### src/rtl/fft_frame_reader_if.sv
// Output stream of the FFT frame reader: complex word plus frame markers on valid/ready.
interface fft_frame_reader_if #(
  parameter int DRAMWIDTH = 32
);
  logic [DRAMWIDTH/2-1:0] re_data;
  logic [DRAMWIDTH/2-1:0] im_data;
  logic                   data_valid;
  logic                   data_ready;
  logic                   data_sof;
  logic                   data_eof;

  modport master (output re_data, im_data, data_valid, data_sof, data_eof, input data_ready);
  modport slave  (input re_data, im_data, data_valid, data_sof, data_eof, output data_ready);
endinterface

### src/rtl/fft_frame_reader.sv
// Streams one complex FFT frame from a sample RAM onto a valid/ready stream with sof/eof.
// Optional bit-reversed read order is built when FFT_RD_BITREV_EN is defined.
module fft_frame_reader #(
  parameter int DRAMWIDTH = 32,
  parameter int ARAMWIDTH = 7,
  parameter int RD_LAT    = 1
) (
  input  logic                 clk_in,
  input  logic                 rst_n_in,
  input  logic                 en_in,
  input  logic [4:0]           frame_log2_in,
`ifdef FFT_RD_BITREV_EN
  input  logic                 bitrev_in,
`endif
  output logic [ARAMWIDTH-1:0] ram_addr,
  output logic                 read_en,
  input  logic [DRAMWIDTH-1:0] ram_data,
  output logic                 busy,
  output logic                 done,
  fft_frame_reader_if.master   out
);
  localparam int DEPTH = RD_LAT + 2;
  localparam int PW    = $clog2(DEPTH);
  localparam int CW    = $clog2(DEPTH + 1);
  localparam int OW    = $clog2(RD_LAT + DEPTH + 1);
  localparam int IW    = (ARAMWIDTH > 1) ? $clog2(ARAMWIDTH) : 1;

  typedef enum logic [1:0] {IDLE, ISSUE, DRAIN} state_t;

  state_t                 state, state_n;
  logic [4:0]             l_q, l_in;
  logic [ARAMWIDTH-1:0]   idx, last_idx, addr_f;
  logic [ARAMWIDTH:0]     span;
  logic [RD_LAT:1]        vld_pipe;
  logic [RD_LAT:1][1:0]   tag_pipe;
  logic [DEPTH-1:0][DRAMWIDTH+1:0] fifo;
  logic [PW-1:0]          wr_ptr, rd_ptr;
  logic [CW-1:0]          cnt;
  logic [OW-1:0]          pipe_cnt, occ;
  logic                   credit, wr, rd, valid;
  logic [DRAMWIDTH+1:0]   head;
`ifdef FFT_RD_BITREV_EN
  logic                   br_q;
`endif

  always_comb begin
    if (frame_log2_in == 5'd0)                 l_in = 5'd1;
    else if (frame_log2_in > 5'(ARAMWIDTH))    l_in = 5'(ARAMWIDTH);
    else                                       l_in = frame_log2_in;
  end

  assign span     = (ARAMWIDTH+1)'(1) << l_q;
  assign last_idx = ARAMWIDTH'(span - 1'b1);

  always_comb begin
    addr_f = idx;
`ifdef FFT_RD_BITREV_EN
    // reverse only the low L bits; upper address bits stay zero
    if (br_q) begin
      addr_f = '0;
      for (int i = 0; i < ARAMWIDTH; i++)
        if (i < int'(l_q)) addr_f[i] = idx[IW'(int'(l_q) - 1 - i)];
    end
`endif
  end

  // credit counts words in flight plus words buffered, before this cycle's pop
  always_comb begin
    pipe_cnt = '0;
    for (int k = 1; k <= RD_LAT; k++) pipe_cnt = pipe_cnt + OW'(vld_pipe[k]);
  end
  assign occ    = pipe_cnt + OW'(cnt);
  assign credit = occ < OW'(DEPTH);

  assign read_en  = (state == ISSUE) && credit;
  assign ram_addr = (state == ISSUE) ? addr_f : '0;
  assign busy     = (state != IDLE);

  always_comb begin
    state_n = state;
    done    = 1'b0;
    case (state)
      IDLE:  if (en_in) state_n = ISSUE;
      ISSUE: if (read_en && idx == last_idx) state_n = DRAIN;
      DRAIN: if (pipe_cnt == '0 && cnt == '0) begin
               done    = 1'b1;
               state_n = IDLE;
             end
      default: state_n = IDLE;
    endcase
  end

  always_ff @(posedge clk_in or negedge rst_n_in) begin
    if (!rst_n_in) begin
      state <= IDLE;
      l_q   <= 5'd1;
      idx   <= '0;
`ifdef FFT_RD_BITREV_EN
      br_q  <= 1'b0;
`endif
    end else begin
      state <= state_n;
      if (state == IDLE && en_in) begin
        l_q <= l_in;
        idx <= '0;
`ifdef FFT_RD_BITREV_EN
        br_q <= bitrev_in;
`endif
      end else if (read_en) begin
        idx <= idx + 1'b1;
      end
    end
  end

  // valid + {eof,sof} ride alongside the RAM latency
  always_ff @(posedge clk_in or negedge rst_n_in) begin
    if (!rst_n_in) begin
      vld_pipe <= '0;
      tag_pipe <= '0;
    end else begin
      vld_pipe[1] <= read_en;
      tag_pipe[1] <= {idx == last_idx, idx == '0};
      for (int k = 2; k <= RD_LAT; k++) begin
        vld_pipe[k] <= vld_pipe[k-1];
        tag_pipe[k] <= tag_pipe[k-1];
      end
    end
  end

  assign valid = (cnt != '0);
  assign wr    = vld_pipe[RD_LAT];
  assign rd    = valid && out.data_ready;
  assign head  = fifo[rd_ptr];

  always_ff @(posedge clk_in or negedge rst_n_in) begin
    if (!rst_n_in) begin
      fifo   <= '0;
      wr_ptr <= '0;
      rd_ptr <= '0;
      cnt    <= '0;
    end else begin
      if (wr) begin
        fifo[wr_ptr] <= {tag_pipe[RD_LAT], ram_data};
        wr_ptr <= (wr_ptr == PW'(DEPTH-1)) ? '0 : wr_ptr + 1'b1;
      end
      if (rd) rd_ptr <= (rd_ptr == PW'(DEPTH-1)) ? '0 : rd_ptr + 1'b1;
      cnt <= cnt + CW'(wr) - CW'(rd);
    end
  end

  assign out.data_valid = valid;
  assign out.re_data    = valid ? head[DRAMWIDTH/2-1:0]         : '0;
  assign out.im_data    = valid ? head[DRAMWIDTH-1:DRAMWIDTH/2] : '0;
  assign out.data_sof   = valid & head[DRAMWIDTH];
  assign out.data_eof   = valid & head[DRAMWIDTH+1];
endmodule

### src/flat_wrapper.sv
// flat-port wrapper written by rule: the top's interface ports become plain ports
module fft_frame_reader_flat 
#(
  parameter int DRAMWIDTH = 32,
  parameter int ARAMWIDTH = 7,
  parameter int RD_LAT    = 1
)
  (clk_in, rst_n_in, en_in, frame_log2_in, ram_addr, read_en, ram_data, busy, done, out_re_data, out_im_data, out_data_valid, out_data_sof, out_data_eof, out_data_ready);
  fft_frame_reader_if #(.DRAMWIDTH(DRAMWIDTH)) out_i ();
  input  logic clk_in;
  input  logic rst_n_in;
  input  logic en_in;
  input  logic [4:0] frame_log2_in;
  output logic [ARAMWIDTH-1:0] ram_addr;
  output logic read_en;
  input  logic [DRAMWIDTH-1:0] ram_data;
  output logic busy;
  output logic done;
  output wire logic [$bits(out_i.re_data)-1:0] out_re_data;
  output wire logic [$bits(out_i.im_data)-1:0] out_im_data;
  output wire logic [$bits(out_i.data_valid)-1:0] out_data_valid;
  output wire logic [$bits(out_i.data_sof)-1:0] out_data_sof;
  output wire logic [$bits(out_i.data_eof)-1:0] out_data_eof;
  input wire logic [$bits(out_i.data_ready)-1:0] out_data_ready;
  assign out_re_data = out_i.re_data;
  assign out_im_data = out_i.im_data;
  assign out_data_valid = out_i.data_valid;
  assign out_data_sof = out_i.data_sof;
  assign out_data_eof = out_i.data_eof;
  assign out_i.data_ready = out_data_ready;
  fft_frame_reader #(.DRAMWIDTH(DRAMWIDTH), .ARAMWIDTH(ARAMWIDTH), .RD_LAT(RD_LAT)) u_core (.clk_in(clk_in), .rst_n_in(rst_n_in), .en_in(en_in), .frame_log2_in(frame_log2_in), .ram_addr(ram_addr), .read_en(read_en), .ram_data(ram_data), .busy(busy), .done(done), .out(out_i));
endmodule
### config.mk
export PLATFORM = sky130hd
export DESIGN_NAME = fft_frame_reader_flat
export DESIGN_NICKNAME = d
export VERILOG_FILES = /design/src/rtl/fft_frame_reader_if.sv /design/src/rtl/fft_frame_reader.sv /design/src/flat_wrapper.sv
export SDC_FILE = /design/constraint.sdc
export NUM_CORES = 1
export LEC_CHECK = 0
export BUFFER_PORTS_ARGS = -buffer_cell sky130_fd_sc_hd__buf_4
export CAP_MARGIN = 25
export CELL_PAD_IN_SITES_DETAIL_PLACEMENT = 0
export CELL_PAD_IN_SITES_GLOBAL_PLACEMENT = 1
export CORE_MARGIN = 5
export CORE_UTILIZATION = 47
export DETAILED_ROUTE_END_ITERATION = 10
export PLACE_DENSITY = 0.84
export SLEW_MARGIN = 0
export SYNTH_ARGS = -nofsm -noshare
export SYNTH_HDL_FRONTEND = slang
export SYNTH_SLANG_ARGS = --single-unit
### constraint.sdc
create_clock -name clk_in -period 5.2 [get_ports clk_in]
set_clock_uncertainty 0.05 [all_clocks]
set_input_delay 1.04 -clock clk_in [delete_from_list [all_inputs] [get_ports clk_in]]
set_output_delay 1.04 -clock clk_in [all_outputs]
set_load 0.05 [all_outputs]
# == After elaboration in Yosys (flattened, before gate mapping) ==
# Index checks and enable logic that the tools add are counted.
# word_totals
register_bits,125
inputBits,41
output_inout_bits,45
word_cells,69
# op_classes
add_sub_neg,7
magnitude_cmp,5
eq_ne,8
n_shift,1
mux,20
bitwise_logic,2
n_reduce_logical,15
# ops
op,count
bitwise mux 102 bit,1
binary-select mux 34 bit (select 2 bit),1
demux 34 bit (select 2 bit),1
two-way mux 34 bit,2
two-way mux 16 bit,2
two-way mux 7 bit,3
two-way mux 2 bit,5
two-way mux 5 bit,2
adder 7 x 1 -> 7 bit (second input constant),1
== test 7 bit,1
zero test 7 bit,1
<< shifter 1 x 5 -> 7 bit (first input constant),1
subtractor 7 x 1 -> 7 bit (second input constant),1
== test 2 bit (second input constant),3
logical AND 1 bit,6
less-than comparator 2 x 3 -> 1 bit (second input constant),2
one-hot mux 2 bit (3 select lines),1
nonzero test 2 bit,3
> comparator 5 x 3 -> 1 bit (second input constant),1
zero test 5 bit,1
adder 2 x 1 -> 2 bit (second input constant),2
zero test 2 bit,2
inequality test 2 bit (second input constant),2
adder 1 x 2 -> 3 bit,1
10 further kinds,12

# == Logic depth before layout (Yosys ltp) ==
# Gate-level depths: netlist of the first run.
# depth
depth_word,6
depth_mapped,10
depth_no_buf,9

# == Worst setup path before layout of the first run ==
# OpenSTA, ideal clock, no wires.
# synth_path
path_type,reg2out
start,reg u_core.rd_ptr[0]
end,out out_re_data[10]
arrival_ns,1.878
t_required_ns,4.110
slack_ns,2.232
path_stages_with_launch,7
path_cell_list,dfrtp_1 buf_2 buf_1 mux2i_1 nor2_1 a21oi_1 nor2_1
# synth_via
elab_chain_cells,3
# synth_lines
item,line_no,source
start: declaration,fft_frame_reader.sv:37,"logic [PW-1:0] wr_ptr, rd_ptr;"
start signal: assignment,fft_frame_reader.sv:146,if (rd) rd_ptr <= (rd_ptr == PW'(DEPTH-1)) ? '0 : rd_ptr + 1'b1;
binary-select mux 34 bit (select 2 bit),fft_frame_reader.sv:133,assign head = fifo[rd_ptr];
two-way mux 34 bit (implied by the code),fft_frame_reader.sv:133,
two-way mux 16 bit,fft_frame_reader.sv:152,assign out.re_data = valid ? head[DRAMWIDTH/2-1:0] : '0;
end: declaration,flat_wrapper.sv:19,output wire logic [$bits(out_i.re_data)-1:0] out_re_data;
# Every way passes these cells. The select of a mux whose other input is x is not followed.

# == Worst setup path after layout of the first run ==
# layout_path
start,reg u_core.rd_ptr[0]
end,out out_data_eof
# layout_via
elab_chain_cells,3
# layout_lines
item,line_no,source
binary-select mux 34 bit (select 2 bit),fft_frame_reader.sv:133,
two-way mux 34 bit (implied by the code),fft_frame_reader.sv:133,
bitwise AND 1 bit,fft_frame_reader.sv:155,assign out.data_eof = valid & head[DRAMWIDTH+1];
end: declaration,flat_wrapper.sv:23,output wire logic [$bits(out_i.data_eof)-1:0] out_data_eof;
# Every way passes these cells. The select of a mux whose other input is x is not followed.

==> report_table.html, run 1 <==
<table>
<tr><th>Metric</th><th>Value</th></tr>
<tr><th colspan="2">Worst hold path</th></tr>
<tr><td>Hold path endpoint</td><td>u_core.fifo[14]</td></tr>
<tr><td>Cells on Worst Hold Path</td><td>1</td></tr>
<tr><td>Path type of the worst min-delay path</td><td>reg -&gt; reg</td></tr>
<tr><td>Launch instance of the worst min-delay path</td><td>u_core.fifo[14]</td></tr>
<tr><th colspan="2">Synth</th></tr>
<tr><td>Number of synthesis warnings</td><td>0</td></tr>
<tr><td>Count of different cell masters after synthesis</td><td>50</td></tr>
<tr><td>Top cells by area, synth</td><td>sky130_fd_sc_hd__dfrtp_1 (52%), sky130_fd_sc_hd__mux2_2 (19%), sky130_fd_sc_hd__mux2i_1 (5.7%)</td></tr>
<tr><td>Net count after synthesis</td><td>575</td></tr>
<tr><td>Post-synthesis share of cell area spent on full adders, half adders and majority gates</td><td>1.46%</td></tr>
<tr><td>Simple-Gate Fraction of Synth Area</td><td>10.6%</td></tr>
<tr><td>Post-Synthesis Cells</td><td>527</td></tr>
<tr><td>Area share of xor/xnor cells in the synthesized design</td><td>1.46%</td></tr>
<tr><td>Main flop type after synthesis</td><td>sky130_fd_sc_hd__dfrtp_1</td></tr>
<tr><td>Share of the yosys chip area belonging to registers</td><td>52.1%</td></tr>
<tr><td>Post-synthesis compound-gate area fraction</td><td>6.48%</td></tr>
<tr><td>Cell type with the largest total area after synthesis</td><td>sky130_fd_sc_hd__dfrtp_1</td></tr>
<tr><td>Area share of the largest cell type after synthesis</td><td>51.7%</td></tr>
<tr><td>Largest family of logic cells by synthesized area</td><td>multiplexers</td></tr>
<tr><td>Ys async rst share</td><td>100%</td></tr>
<tr><td>Number of flip-flops and latches in the synthesized netlist</td><td>125</td></tr>
<tr><td>Mean cell area of the mapped netlist</td><td>11.4 sq um</td></tr>
<tr><td>Number of synthesized flops with an enable pin</td><td>0</td></tr>
<tr><td>Mux cell area share after synthesis</td><td>24.8%</td></tr>
<tr><td>Cell area after technology mapping</td><td>6010 sq um</td></tr>
<tr><th colspan="2">Floorplan</th></tr>
<tr><td>Overall die area</td><td>15100 sq um</td></tr>
<tr><td>Starting Density</td><td>47.8%</td></tr>
<tr><td>Vertical die dimension</td><td>123 um</td></tr>
<tr><td>Site Rows</td><td>41</td></tr>
<tr><td>Placeable Area</td><td>12600 sq um</td></tr>
<tr><td>Top-Level Pins</td><td>86</td></tr>
<tr><td>Floorplan die width</td><td>123 um</td></tr>
<tr><th colspan="2">Global route</th></tr>
<tr><td>Global-route wire length before repair</td><td>21300 um</td></tr>
<tr><td>Maximum number of pins on one net before global-route repair</td><td>48</td></tr>
<tr><td>Via count of the first global-routing pass</td><td>4216</td></tr>
<tr><td>Total track usage</td><td>18.2%</td></tr>
<tr><td>Overflow after GRT</td><td>0</td></tr>
<tr><td>Antenna violations before repair</td><td>0</td></tr>
<tr><th colspan="2">Setup path</th></tr>
<tr><td>Worst R2R Setup Slack</td><td>2.39 ns</td></tr>
<tr><td>Worst reg2reg path startpoint</td><td>u_core.l_q[2]</td></tr>
<tr><td>Reg-to-Reg End</td><td>u_core.state[0]</td></tr>
<tr><td>Type of the worst setup path</td><td>reg -&gt; out</td></tr>
<tr><td>Launching element type of the critical path</td><td>flip-flop</td></tr>
<tr><td>Data arrival at the endpoint of the critical path</td><td>2.16 ns</td></tr>
<tr><td>Worst reg-to-reg path cell count</td><td>8</td></tr>
<tr><td>Required time at the endpoint of the critical path</td><td>4.11 ns</td></tr>
<tr><td>Critical Path Sink Type</td><td>output port</td></tr>
<tr><td>Max Fanout on Critical Path</td><td>37</td></tr>
<tr><td>Launching element of the worst setup path</td><td>u_core.rd_ptr[0]</td></tr>
<tr><th colspan="2">STA</th></tr>
<tr><td>Actual slew at the worst max-slew pin</td><td>0.930 ns</td></tr>
<tr><td>Setup repair after global routing missed its margin</td><td>no</td></tr>
<tr><td>Final worst path period need</td><td>3.25 ns</td></tr>
<tr><td>Tightest hold margin</td><td>0.452 ns</td></tr>
<tr><td>Highest clock rate</td><td>308 MHz</td></tr>
<tr><td>Aggregate negative setup slack</td><td>0 ns</td></tr>
<tr><td>Final slew viol count</td><td>0</td></tr>
<tr><td>Final Hold Viols</td><td>0</td></tr>
<tr><td>Headroom to the max-slew limit</td><td>38.0%</td></tr>
<tr><td>Share of the clock period used by the worst path after layout</td><td>62.5%</td></tr>
<tr><td>Final setup violation count</td><td>0</td></tr>
<tr><th colspan="2">Layout</th></tr>
<tr><td>Final Util</td><td>58.8%</td></tr>
<tr><td>Nets</td><td>652</td></tr>
<tr><td>Ant. Diodes</td><td>0</td></tr>
<tr><td>Most common library cell in the layout ignoring fill and taps</td><td>sky130_fd_sc_hd__dfrtp_1</td></tr>
<tr><td>Layout overhead on the synthesized area</td><td>23.1%</td></tr>
<tr><td>Commonest cells after routing, fill and taps aside</td><td>sky130_fd_sc_hd__dfrtp_1 (123), sky130_fd_sc_hd__mux2_2 (102), sky130_fd_sc_hd__buf_4 (90)</td></tr>
<tr><td>Share of cells above drive strength 1</td><td>37.1%</td></tr>
<tr><th colspan="2">Clock tree</th></tr>
<tr><td>Max H-tree Level</td><td>4</td></tr>
<tr><td>Skew-Pair Late Insertion Delay</td><td>0.41 ns</td></tr>
<tr><td>Setup fix buffers added after clock tree synthesis</td><td>0</td></tr>
<tr><td>Root Buffer</td><td>sky130_fd_sc_hd__clkbuf_16</td></tr>
<tr><td>Post-cts resize count</td><td>0</td></tr>
<tr><td>Total clock buffers created by CTS</td><td>17</td></tr>
<tr><td>Clock Sink Count</td><td>125</td></tr>
<tr><td>Maximum root-to-sink buffer count</td><td>2</td></tr>
<tr><td>TritonCTS clock tree</td><td>built</td></tr>
<tr><td>Clock-pin slew on the worst setup and hold paths</td><td>0.05 ns</td></tr>
<tr><td>Hold-fix buffer count after cts</td><td>0</td></tr>
<tr><th colspan="2">Routing</th></tr>
<tr><td>Routed length per placed instance</td><td>16.5 um</td></tr>
<tr><td>Pre-Repair DR Iteration Count</td><td>4</td></tr>
<tr><td>Routed wire length</td><td>13000 um</td></tr>
<tr><td>DRT iter0 DRCs</td><td>331</td></tr>
<tr><td>Number of design rule violations left after detail routing</td><td>0</td></tr>
<tr><td>Via count</td><td>4149</td></tr>
<tr><td>Detailed-route vias per instance</td><td>5.26</td></tr>
<tr><td>Post-detailed-route count of antenna-violating nets</td><td>0</td></tr>
<tr><th colspan="2">Place</th></tr>
<tr><td>RD Place Congestion</td><td>0.768</td></tr>
<tr><td>Placed wire-length estimate</td><td>8440 um</td></tr>
<tr><td>Number of port buffers</td><td>85</td></tr>
<tr><th colspan="2">Flow run</th></tr>
<tr><td>Max-cap violation count</td><td>0</td></tr>
<tr><th colspan="2">Status</th></tr>
<tr><td>Status</td><td>finished, final reports clean</td></tr>
</table>
cell type report:
class	instances	area (sq um)
sequential	125	3130
fill	1086	5170
tap	172	215
clock buffer	25	475
multi-input combinational	357	2720
timing repair buffer	92	723
clock inverter	7	87.6
inverter	11	41.3
critical path, cell delays in order, from the launching register on:
cell                      delay (ns)
sky130_fd_sc_hd__dfrtp_2        0.38
sky130_fd_sc_hd__buf_4          0.54
sky130_fd_sc_hd__mux2i_1        0.25
sky130_fd_sc_hd__nor2_1         0.05
sky130_fd_sc_hd__a21oi_1        0.21
sky130_fd_sc_hd__nor2_1         0.08
sky130_fd_sc_hd__buf_4          0.23
through the flow:
stage / cell area (sq um) / instances / setup WS, ns
6_report: 7390 / 789 / 1.95
3_5_place_dp: 6800 / 755 / 2.36
5_1_grt: 7390 / 789 / 1.82
2_1_floorplan: 6010 / 527 / 2.23
4_1_cts: 7370 / 787 / 1.91
3_3_place_gp: 6780 / 754 / 2.37
flip-flops by register name, indices dropped and copies added (netlist names):
name and count:
u_core.addr_f 7, u_core.cnt 2, u_core.fifo 102, u_core.l_q 5, u_core.rd_ptr 2, u_core.state 2
u_core.tag_pipe 2, u_core.vld_pipe 1, u_core.wr_ptr 2
per-layer routing:
| metal | up-vias | GRT usage, % | share of wire [%] |
|---|---|---|---|
| li1 | 1989 | - | - |
| met1 | 2053 | 23.9 | 45 |
| met2 | 87 | 30.0 | 49 |
| met3 | 20 | 4.12 | 3.9 |
| met4 | 0 | 6.37 | 1.4 |
| met5 | - | 0 | 0 |
synthesized netlist by cell type (all sizes together), types with 2 or more instances:
master / instances
nor4: 3
and3: 3
o21ai: 9
or3: 2
nor3: 7
nand4: 3
o41ai: 2
buf: 12
nor3b: 3
a211o: 2
nor2b: 5
inv: 10
mux2: 102
a21o: 2
mux2i: 34
xnor2: 3
nor2: 84
and2: 8
a21oi: 41
or2: 2
nand3: 2
dfrtp: 124
ha: 7
a211oi: 2
clkbuf: 22
nand2: 8
xor2: 7
how the worst max path moves through the flow:
stage | endpoint | slack, ns
after floorplan | out_re_data[10] | 2.23
after global placement | out_data_eof | 2.37
after detailed placement | out_data_eof | 2.36
after CTS | out_data_eof | 1.91
after global routing | out_re_data[6] | 1.82
final | out_data_eof | 1.95
logic make-up (layout without fill, tap and decap cells):
kind of cell | count (synthesis) | count (layout)
AND/OR/NAND/NOR | 137 | 137
multiplexers | 136 | 136
flip-flops | 125 | 125
AO/OA/AOI/OAI | 67 | 67
buffers and inverters | 45 | 135
XOR/XNOR | 10 | 10
adder cells (fa/ha/maj) | 7 | 7
Power of run 1 is not shown: default switching activity piles up to over one toggle a cycle in this logic, so the estimate is an artifact.
==> inputs of run 2 (changes only) <==
Settings changed: ABC_AREA from default to 1, CORE_UTILIZATION 47 to 38, PLACE_DENSITY 0.84 to 0.78.
Clock period 5.2 ns to 2.95 ns, I/O delays scaled along.
==> report_table.html, run 2 <==
<table>
<tr><th>Metric</th><th>Value</th></tr>
<tr><th colspan="2">Status</th></tr>
<tr><td>Status</td><td>finished, final reports clean</td></tr>
<tr><th colspan="2">Clock tree</th></tr>
<tr><td>Total clock buffers created by CTS</td><td>17</td></tr>
<tr><td>TritonCTS clock tree</td><td>built</td></tr>
<tr><td>Post-cts resize count</td><td>0</td></tr>
<tr><td>Setup fix buffers added after clock tree synthesis</td><td>0</td></tr>
<tr><td>Maximum root-to-sink buffer count</td><td>2</td></tr>
<tr><td>Root Buffer</td><td>sky130_fd_sc_hd__clkbuf_16</td></tr>
<tr><td>Skew-Pair Late Insertion Delay</td><td>0.41 ns</td></tr>
<tr><td>Hold-fix buffer count after cts</td><td>0</td></tr>
<tr><td>Max H-tree Level</td><td>4</td></tr>
<tr><td>Clock-pin slew on the worst setup and hold paths</td><td>0.05 ns</td></tr>
<tr><td>Clock Sink Count</td><td>125</td></tr>
<tr><th colspan="2">STA</th></tr>
<tr><td>Final setup violation count</td><td>0</td></tr>
<tr><td>Aggregate negative setup slack</td><td>0 ns</td></tr>
<tr><td>Final Hold Viols</td><td>0</td></tr>
<tr><td>Headroom to the max-slew limit</td><td>56.6%</td></tr>
<tr><td>Actual slew at the worst max-slew pin</td><td>0.650 ns</td></tr>
<tr><td>Final slew viol count</td><td>0</td></tr>
<tr><td>Setup repair after global routing missed its margin</td><td>no</td></tr>
<tr><td>Share of the clock period used by the worst path after layout</td><td>91.2%</td></tr>
<tr><td>Highest clock rate</td><td>372 MHz</td></tr>
<tr><td>Final worst path period need</td><td>2.69 ns</td></tr>
<tr><th colspan="2">Setup path</th></tr>
<tr><td>Worst R2R Setup Slack</td><td>0.75 ns</td></tr>
<tr><td>Required time at the endpoint of the critical path</td><td>2.31 ns</td></tr>
<tr><td>Maximum cell stage delay along the critical path</td><td>0.41 ns</td></tr>
<tr><td>Critical Path Sink Type</td><td>output port</td></tr>
<tr><td>Cell-by-cell listing of the critical path</td><td>inv_2, buf_4, nand3_1, nand3_1, nand2_1, inv_1, buf_4</td></tr>
<tr><td>Data arrival at the endpoint of the critical path</td><td>2.05 ns</td></tr>
<tr><td>Type of the worst setup path</td><td>reg -&gt; out</td></tr>
<tr><td>Cell type of the slowest stage on the worst timing path</td><td>sky130_fd_sc_hd__dfrtp_1</td></tr>
<tr><td>Max Fanout on Critical Path</td><td>24</td></tr>
<tr><td>Reg-to-Reg End</td><td>u_core.state[0]</td></tr>
<tr><td>Worst reg-to-reg path cell count</td><td>12</td></tr>
<tr><td>Launching element type of the critical path</td><td>flip-flop</td></tr>
<tr><td>Worst reg2reg path startpoint</td><td>u_core.l_q[0]</td></tr>
<tr><th colspan="2">Synth</th></tr>
<tr><td>Cell area after technology mapping</td><td>6010 sq um</td></tr>
<tr><td>Simple-Gate Fraction of Synth Area</td><td>27.3%</td></tr>
<tr><td>Count of different cell masters after synthesis</td><td>28</td></tr>
<tr><td>Cell type with the largest total area after synthesis</td><td>sky130_fd_sc_hd__dfrtp_1</td></tr>
<tr><td>Post-synthesis compound-gate area fraction</td><td>10.1%</td></tr>
<tr><td>Top-count cell post-synth</td><td>sky130_fd_sc_hd__nand2_1</td></tr>
<tr><td>Number of flip-flops and latches in the synthesized netlist</td><td>125</td></tr>
<tr><td>Share of the yosys chip area belonging to registers</td><td>52.0%</td></tr>
<tr><td>Leading cell types by count after synthesis</td><td>sky130_fd_sc_hd__nand2_1 (238), sky130_fd_sc_hd__dfrtp_1 (124), sky130_fd_sc_hd__o21ai_0 (113)</td></tr>
<tr><td>Area share of the largest cell type after synthesis</td><td>51.6%</td></tr>
<tr><td>Post-synthesis share of cell area spent on full adders, half adders and majority gates</td><td>1.46%</td></tr>
<tr><td>Number of synthesis warnings</td><td>0</td></tr>
<tr><td>Mux cell area share after synthesis</td><td>0%</td></tr>
<tr><td>Post-Synthesis Cells</td><td>765</td></tr>
<tr><td>Number of synthesized flops with an enable pin</td><td>0</td></tr>
<tr><td>Mean cell area of the mapped netlist</td><td>7.86 sq um</td></tr>
<tr><td>Net count after synthesis</td><td>813</td></tr>
<tr><td>Main flop type after synthesis</td><td>sky130_fd_sc_hd__dfrtp_1</td></tr>
<tr><td>Ys async rst share</td><td>100%</td></tr>
<tr><td>Largest family of logic cells by synthesized area</td><td>simple AND/OR/NAND/NOR gates</td></tr>
<tr><td>Top cells by area, synth</td><td>sky130_fd_sc_hd__dfrtp_1 (52%), sky130_fd_sc_hd__nand2_1 (15%), sky130_fd_sc_hd__o21ai_0 (9.4%)</td></tr>
<tr><td>Area share of xor/xnor cells in the synthesized design</td><td>0.437%</td></tr>
<tr><th colspan="2">Layout</th></tr>
<tr><td>Layout overhead on the synthesized area</td><td>25.3%</td></tr>
<tr><td>Share of cells above drive strength 1</td><td>18.8%</td></tr>
<tr><td>Nets</td><td>894</td></tr>
<tr><td>Largest register by flop count</td><td>u_core.fifo</td></tr>
<tr><td>Ant. Diodes</td><td>0</td></tr>
<tr><td>Final Util</td><td>48.0%</td></tr>
<tr><td>Commonest cells after routing, fill and taps aside</td><td>sky130_fd_sc_hd__nand2_1 (238), sky130_fd_sc_hd__dfrtp_1 (123), sky130_fd_sc_hd__o21ai_0 (113)</td></tr>
<tr><td>Flip-flop count of the largest register after layout</td><td>102</td></tr>
<tr><td>Most common library cell in the layout ignoring fill and taps</td><td>sky130_fd_sc_hd__nand2_1</td></tr>
<tr><th colspan="2">Routing</th></tr>
<tr><td>Via count</td><td>5069</td></tr>
<tr><td>Routed wire length</td><td>14700 um</td></tr>
<tr><td>Post-detailed-route count of antenna-violating nets</td><td>0</td></tr>
<tr><td>Routed length per placed instance</td><td>13.7 um</td></tr>
<tr><td>Pre-Repair DR Iteration Count</td><td>5</td></tr>
<tr><td>Number of design rule violations left after detail routing</td><td>0</td></tr>
<tr><td>DRT iter0 DRCs</td><td>430</td></tr>
<tr><td>Detailed-route vias per instance</td><td>4.72</td></tr>
<tr><th colspan="2">Global route</th></tr>
<tr><td>Global-route wire length before repair</td><td>24600 um</td></tr>
<tr><td>Total track usage</td><td>16.8%</td></tr>
<tr><td>Overflow after GRT</td><td>0</td></tr>
<tr><td>Maximum number of pins on one net before global-route repair</td><td>50</td></tr>
<tr><td>Via count of the first global-routing pass</td><td>4934</td></tr>
<tr><td>Antenna violations before repair</td><td>0</td></tr>
<tr><th colspan="2">Place</th></tr>
<tr><td>Placed wire-length estimate</td><td>9960 um</td></tr>
<tr><td>Number of port buffers</td><td>85</td></tr>
<tr><td>RD Place Congestion</td><td>0.762</td></tr>
<tr><th colspan="2">Floorplan</th></tr>
<tr><td>Site Rows</td><td>46</td></tr>
<tr><td>Vertical die dimension</td><td>136 um</td></tr>
<tr><td>Placeable Area</td><td>15700 sq um</td></tr>
<tr><td>Floorplan die width</td><td>136 um</td></tr>
<tr><td>Starting Density</td><td>38.3%</td></tr>
<tr><td>Top-Level Pins</td><td>86</td></tr>
<tr><td>Overall die area</td><td>18400 sq um</td></tr>
<tr><th colspan="2">Worst hold path</th></tr>
<tr><td>Path type of the worst min-delay path</td><td>in -&gt; async</td></tr>
<tr><th colspan="2">Flow run</th></tr>
<tr><td>Max-cap violation count</td><td>0</td></tr>
</table>
[run 2: cell type report]
type,count,area (sq um)
timing repair buffer,100,776
tap,216,270
clock buffer,25,526
fill,1606,8180
inverter,97,364
multi-input combinational,505,2390
sequential,125,3130
clock inverter,6,80.1
[run 2: through the flow]
step	setup slack (ns)	std cells	hold slack [ns]	area, sq um
floorplan	0.690	765	0.244	6010
global route	0.116	1074	0.155	7530
global placement	0.719	1043	0.416	6930
CTS	0.249	1074	0.135	7530
finish	0.259	1074	0.127	7530
detailed placement	0.686	1043	0.423	6930
[run 2: how the worst max path moves through the flow]
stage,start,to,slack (ns),depth (start not counted)
floorplan,u_core.cnt[1],out_re_data[10],0.69,5
global placement,u_core.rd_ptr[1],out_im_data[12],0.72,7
detailed placement,u_core.rd_ptr[1],out_im_data[12],0.69,7
CTS,u_core.rd_ptr[1],out_im_data[12],0.25,7
global route,u_core.rd_ptr[1],out_im_data[12],0.12,7
finish,u_core.rd_ptr[1],out_im_data[12],0.26,7
[run 2: per-layer routing]
layer	GRT usage, %	routed length [um]	vias up
met5	0	0	-
met4	5.10	126	0
met3	4.05	665	10
met2	26.7	6780	102
met1	22.8	7110	2353
li1	-	-	2604
[run 2: cell families after synthesis]
| family | Yosys count |
|---|---|
| AOI/OAI and AO/OA | 121 |
| xor gates and xnor gates | 3 |
| adders and majority gates | 7 |
| buffers and inverters | 135 |
| DFF | 125 |
| and+or+nand+nor | 374 |
[run 2: critical path: cells and delay by family, from the launching register on]
family	cells	cell delay, ns
buffers and inverters	4	0.94
DFF	1	0.41
and+or+nand+nor	3	0.27
Power of run 2 is left out for the same reason.
==> inputs of run 3 (changes only) <==
--- a/config.mk
+++ b/config.mk
@@ -15,4 +15,5 @@
 export DETAILED_ROUTE_END_ITERATION = 10
 export PLACE_DENSITY = 0.78
+export SKIP_CTS_REPAIR_TIMING = 1
 export SLEW_MARGIN = 0
 export SYNTH_ARGS = -nofsm -noshare
==> constraint.sdc (replaced) <==
create_clock -name clk_in -period 2.95 [get_ports clk_in]
set_clock_uncertainty 0.05 [all_clocks]
set_input_delay 0.295 -clock clk_in [delete_from_list [all_inputs] [get_ports clk_in]]
set_output_delay 0.295 -clock clk_in [all_outputs]
set_load 0.05 [all_outputs]
==> report_table.html, run 3 (synthesized netlist as in run 2, its figures left out) <==
<table>
<tr><th>Metric</th><th>Value</th></tr>
<tr><th colspan="2">Status</th></tr>
<tr><td>Status</td><td>finished, final reports clean</td></tr>
<tr><th colspan="2">Layout</th></tr>
<tr><td>Largest register by flop count</td><td>u_core.fifo</td></tr>
<tr><td>Commonest cells after routing, fill and taps aside</td><td>sky130_fd_sc_hd__nand2_1 (238), sky130_fd_sc_hd__dfrtp_1 (123), sky130_fd_sc_hd__o21ai_0 (113)</td></tr>
<tr><td>Final Instance Area</td><td>7570 sq um</td></tr>
<tr><td>Number of fill cells in the layout</td><td>1591</td></tr>
<tr><td>Layout overhead on the synthesized area</td><td>25.9%</td></tr>
<tr><td>Flip-flop count of the largest register after layout</td><td>102</td></tr>
<tr><td>Share of cells above drive strength 1</td><td>19.0%</td></tr>
<tr><td>Nets</td><td>895</td></tr>
<tr><td>Most common library cell in the layout ignoring fill and taps</td><td>sky130_fd_sc_hd__nand2_1</td></tr>
<tr><td>Ant. Diodes</td><td>0</td></tr>
<tr><td>Final Util</td><td>48.2%</td></tr>
<tr><th colspan="2">Global route</th></tr>
<tr><td>Overflow after GRT</td><td>0</td></tr>
<tr><td>Total track usage</td><td>17.2%</td></tr>
<tr><td>Antenna violations before repair</td><td>0</td></tr>
<tr><td>Maximum number of pins on one net before global-route repair</td><td>59</td></tr>
<tr><td>Global-route wire length before repair</td><td>25100 um</td></tr>
<tr><td>Via count of the first global-routing pass</td><td>4957</td></tr>
<tr><th colspan="2">STA</th></tr>
<tr><td>Setup repair after global routing missed its margin</td><td>no</td></tr>
<tr><td>Highest clock rate</td><td>416 MHz</td></tr>
<tr><td>Headroom to the max-slew limit</td><td>46.9%</td></tr>
<tr><td>Final worst path period need</td><td>2.40 ns</td></tr>
<tr><td>Final slew viol count</td><td>0</td></tr>
<tr><td>Final Hold Viols</td><td>0</td></tr>
<tr><td>Aggregate negative setup slack</td><td>0 ns</td></tr>
<tr><td>Final setup violation count</td><td>0</td></tr>
<tr><td>Share of the clock period used by the worst path after layout</td><td>81.5%</td></tr>
<tr><td>Least setup slack across all paths after layout</td><td>0.546 ns</td></tr>
<tr><td>Actual slew at the worst max-slew pin</td><td>0.795 ns</td></tr>
<tr><th colspan="2">Place</th></tr>
<tr><td>RD Place Congestion</td><td>0.822</td></tr>
<tr><td>Number of port buffers</td><td>85</td></tr>
<tr><td>Total cell area at the placement stage</td><td>6940 sq um</td></tr>
<tr><td>Placed wire-length estimate</td><td>9980 um</td></tr>
<tr><td>Worst slack, placed</td><td>0.885 ns</td></tr>
<tr><th colspan="2">Routing</th></tr>
<tr><td>Met2 wire length</td><td>6790 um</td></tr>
<tr><td>Via count</td><td>5112</td></tr>
<tr><td>Top metal layer carrying routed signals</td><td>met4</td></tr>
<tr><td>Detailed-route vias per instance</td><td>4.75</td></tr>
<tr><td>Routed length on met1</td><td>7250 um</td></tr>
<tr><td>Routed wire length</td><td>14900 um</td></tr>
<tr><td>Post-detailed-route count of antenna-violating nets</td><td>0</td></tr>
<tr><td>Met3 wire length</td><td>627 um</td></tr>
<tr><td>DRT iter0 DRCs</td><td>293</td></tr>
<tr><td>Number of design rule violations left after detail routing</td><td>0</td></tr>
<tr><td>Routed length per placed instance</td><td>13.8 um</td></tr>
<tr><td>Pre-Repair DR Iteration Count</td><td>5</td></tr>
<tr><th colspan="2">Clock tree</th></tr>
<tr><td>Total clock buffers created by CTS</td><td>17</td></tr>
<tr><td>Maximum root-to-sink buffer count</td><td>2</td></tr>
<tr><td>Skew-Pair Late Insertion Delay</td><td>0.41 ns</td></tr>
<tr><td>Root Buffer</td><td>sky130_fd_sc_hd__clkbuf_16</td></tr>
<tr><td>Max H-tree Level</td><td>4</td></tr>
<tr><td>Clock-pin slew on the worst setup and hold paths</td><td>0.06 ns</td></tr>
<tr><td>TritonCTS clock tree</td><td>built</td></tr>
<tr><td>Clock Sink Count</td><td>125</td></tr>
<tr><th colspan="2">Floorplan</th></tr>
<tr><td>Top-Level Pins</td><td>86</td></tr>
<tr><td>Floorplan die width</td><td>136 um</td></tr>
<tr><td>Vertical die dimension</td><td>136 um</td></tr>
<tr><td>Starting Density</td><td>38.3%</td></tr>
<tr><td>Site Rows</td><td>46</td></tr>
<tr><td>Placeable Area</td><td>15700 sq um</td></tr>
<tr><td>Overall die area</td><td>18400 sq um</td></tr>
<tr><th colspan="2">Setup path</th></tr>
<tr><td>Data arrival at the endpoint of the critical path</td><td>2.06 ns</td></tr>
<tr><td>Type of the worst setup path</td><td>reg -&gt; out</td></tr>
<tr><td>Required time at the endpoint of the critical path</td><td>2.61 ns</td></tr>
<tr><td>Critical Path Sink Type</td><td>output port</td></tr>
<tr><td>Max Fanout on Critical Path</td><td>20</td></tr>
<tr><td>Launching element type of the critical path</td><td>flip-flop</td></tr>
<tr><th colspan="2">Worst hold path</th></tr>
<tr><td>Path type of the worst min-delay path</td><td>in -&gt; reg</td></tr>
<tr><th colspan="2">Flow run</th></tr>
<tr><td>Max-cap violation count</td><td>0</td></tr>
</table>
[run 3: cell count changes in the layout (fill, tap and decap cells not counted)]
cell                            change
sky130_fd_sc_hd__buf_12             +1
sky130_fd_sc_hd__buf_4              -1
sky130_fd_sc_hd__bufinv_16          +1
sky130_fd_sc_hd__clkbuf_1           -1
sky130_fd_sc_hd__clkbuf_8           -5
sky130_fd_sc_hd__clkinv_2           -2
sky130_fd_sc_hd__clkinv_4           +3
sky130_fd_sc_hd__clkinvlp_4         +4
sky130_fd_sc_hd__dlygate4sd3_1      +1
sky130_fd_sc_hd__inv_6              +1
[run 3: layout make-up]
type	count	area, sq um	share of cell area (%)
clock buffers	19	453	5.98
repair buffers	101	798	10.5
inverters	97	364	4.81
clock inverters	13	165	2.18
flip-flops and latches	125	3130	41.4
well taps	216	270	3.57
multi-input cells	505	2390	31.6
[run 3: critical path: stages (launching register included)]
cell and delay [ns]:
sky130_fd_sc_hd__dfrtp_2 0.50, sky130_fd_sc_hd__nor2_4 0.42, sky130_fd_sc_hd__buf_12 0.23, sky130_fd_sc_hd__nand2_1 0.07
sky130_fd_sc_hd__nand3_1 0.11, sky130_fd_sc_hd__nand2_1 0.07, sky130_fd_sc_hd__inv_1 0.05, sky130_fd_sc_hd__buf_4 0.18
[run 3: per-stage QoR]
stage	instances	hold slack, ns
floorplan	765	-0.0506
global placement	1043	0.375
detailed placement	1043	0.377
CTS	1075	-0.0651
global route	1076	0.0703
finish	1076	0.0784
[run 3: path summary, 6_finish.rpt]
path	slack, ns	start	to	depth (start not counted)
worst max-delay path	0.55	u_core.rd_ptr[0]	out_data_sof	7
worst min-delay path	0.08	frame_log2_in[2]	u_core.l_q[2]	3
worst max register to register	0.89	u_core.l_q[0]	u_core.state[0]	12
worst min register to register	0.43	u_core.fifo[85]	u_core.fifo[85]	2
max in group asynchronous	1.62	rst_n_in	u_core.l_q[0]	3
min in group asynchronous	0.44	rst_n_in	u_core.fifo[72]	2
[run 3: layer usage]
metal	vias to the layer above	global-route usage (%)
met5	-	0
met4	0	5.60
met3	18	3.90
met2	97	26.9
met1	2398	23.6
li1	2599	-
Power of run 3 is left out for the same reason.
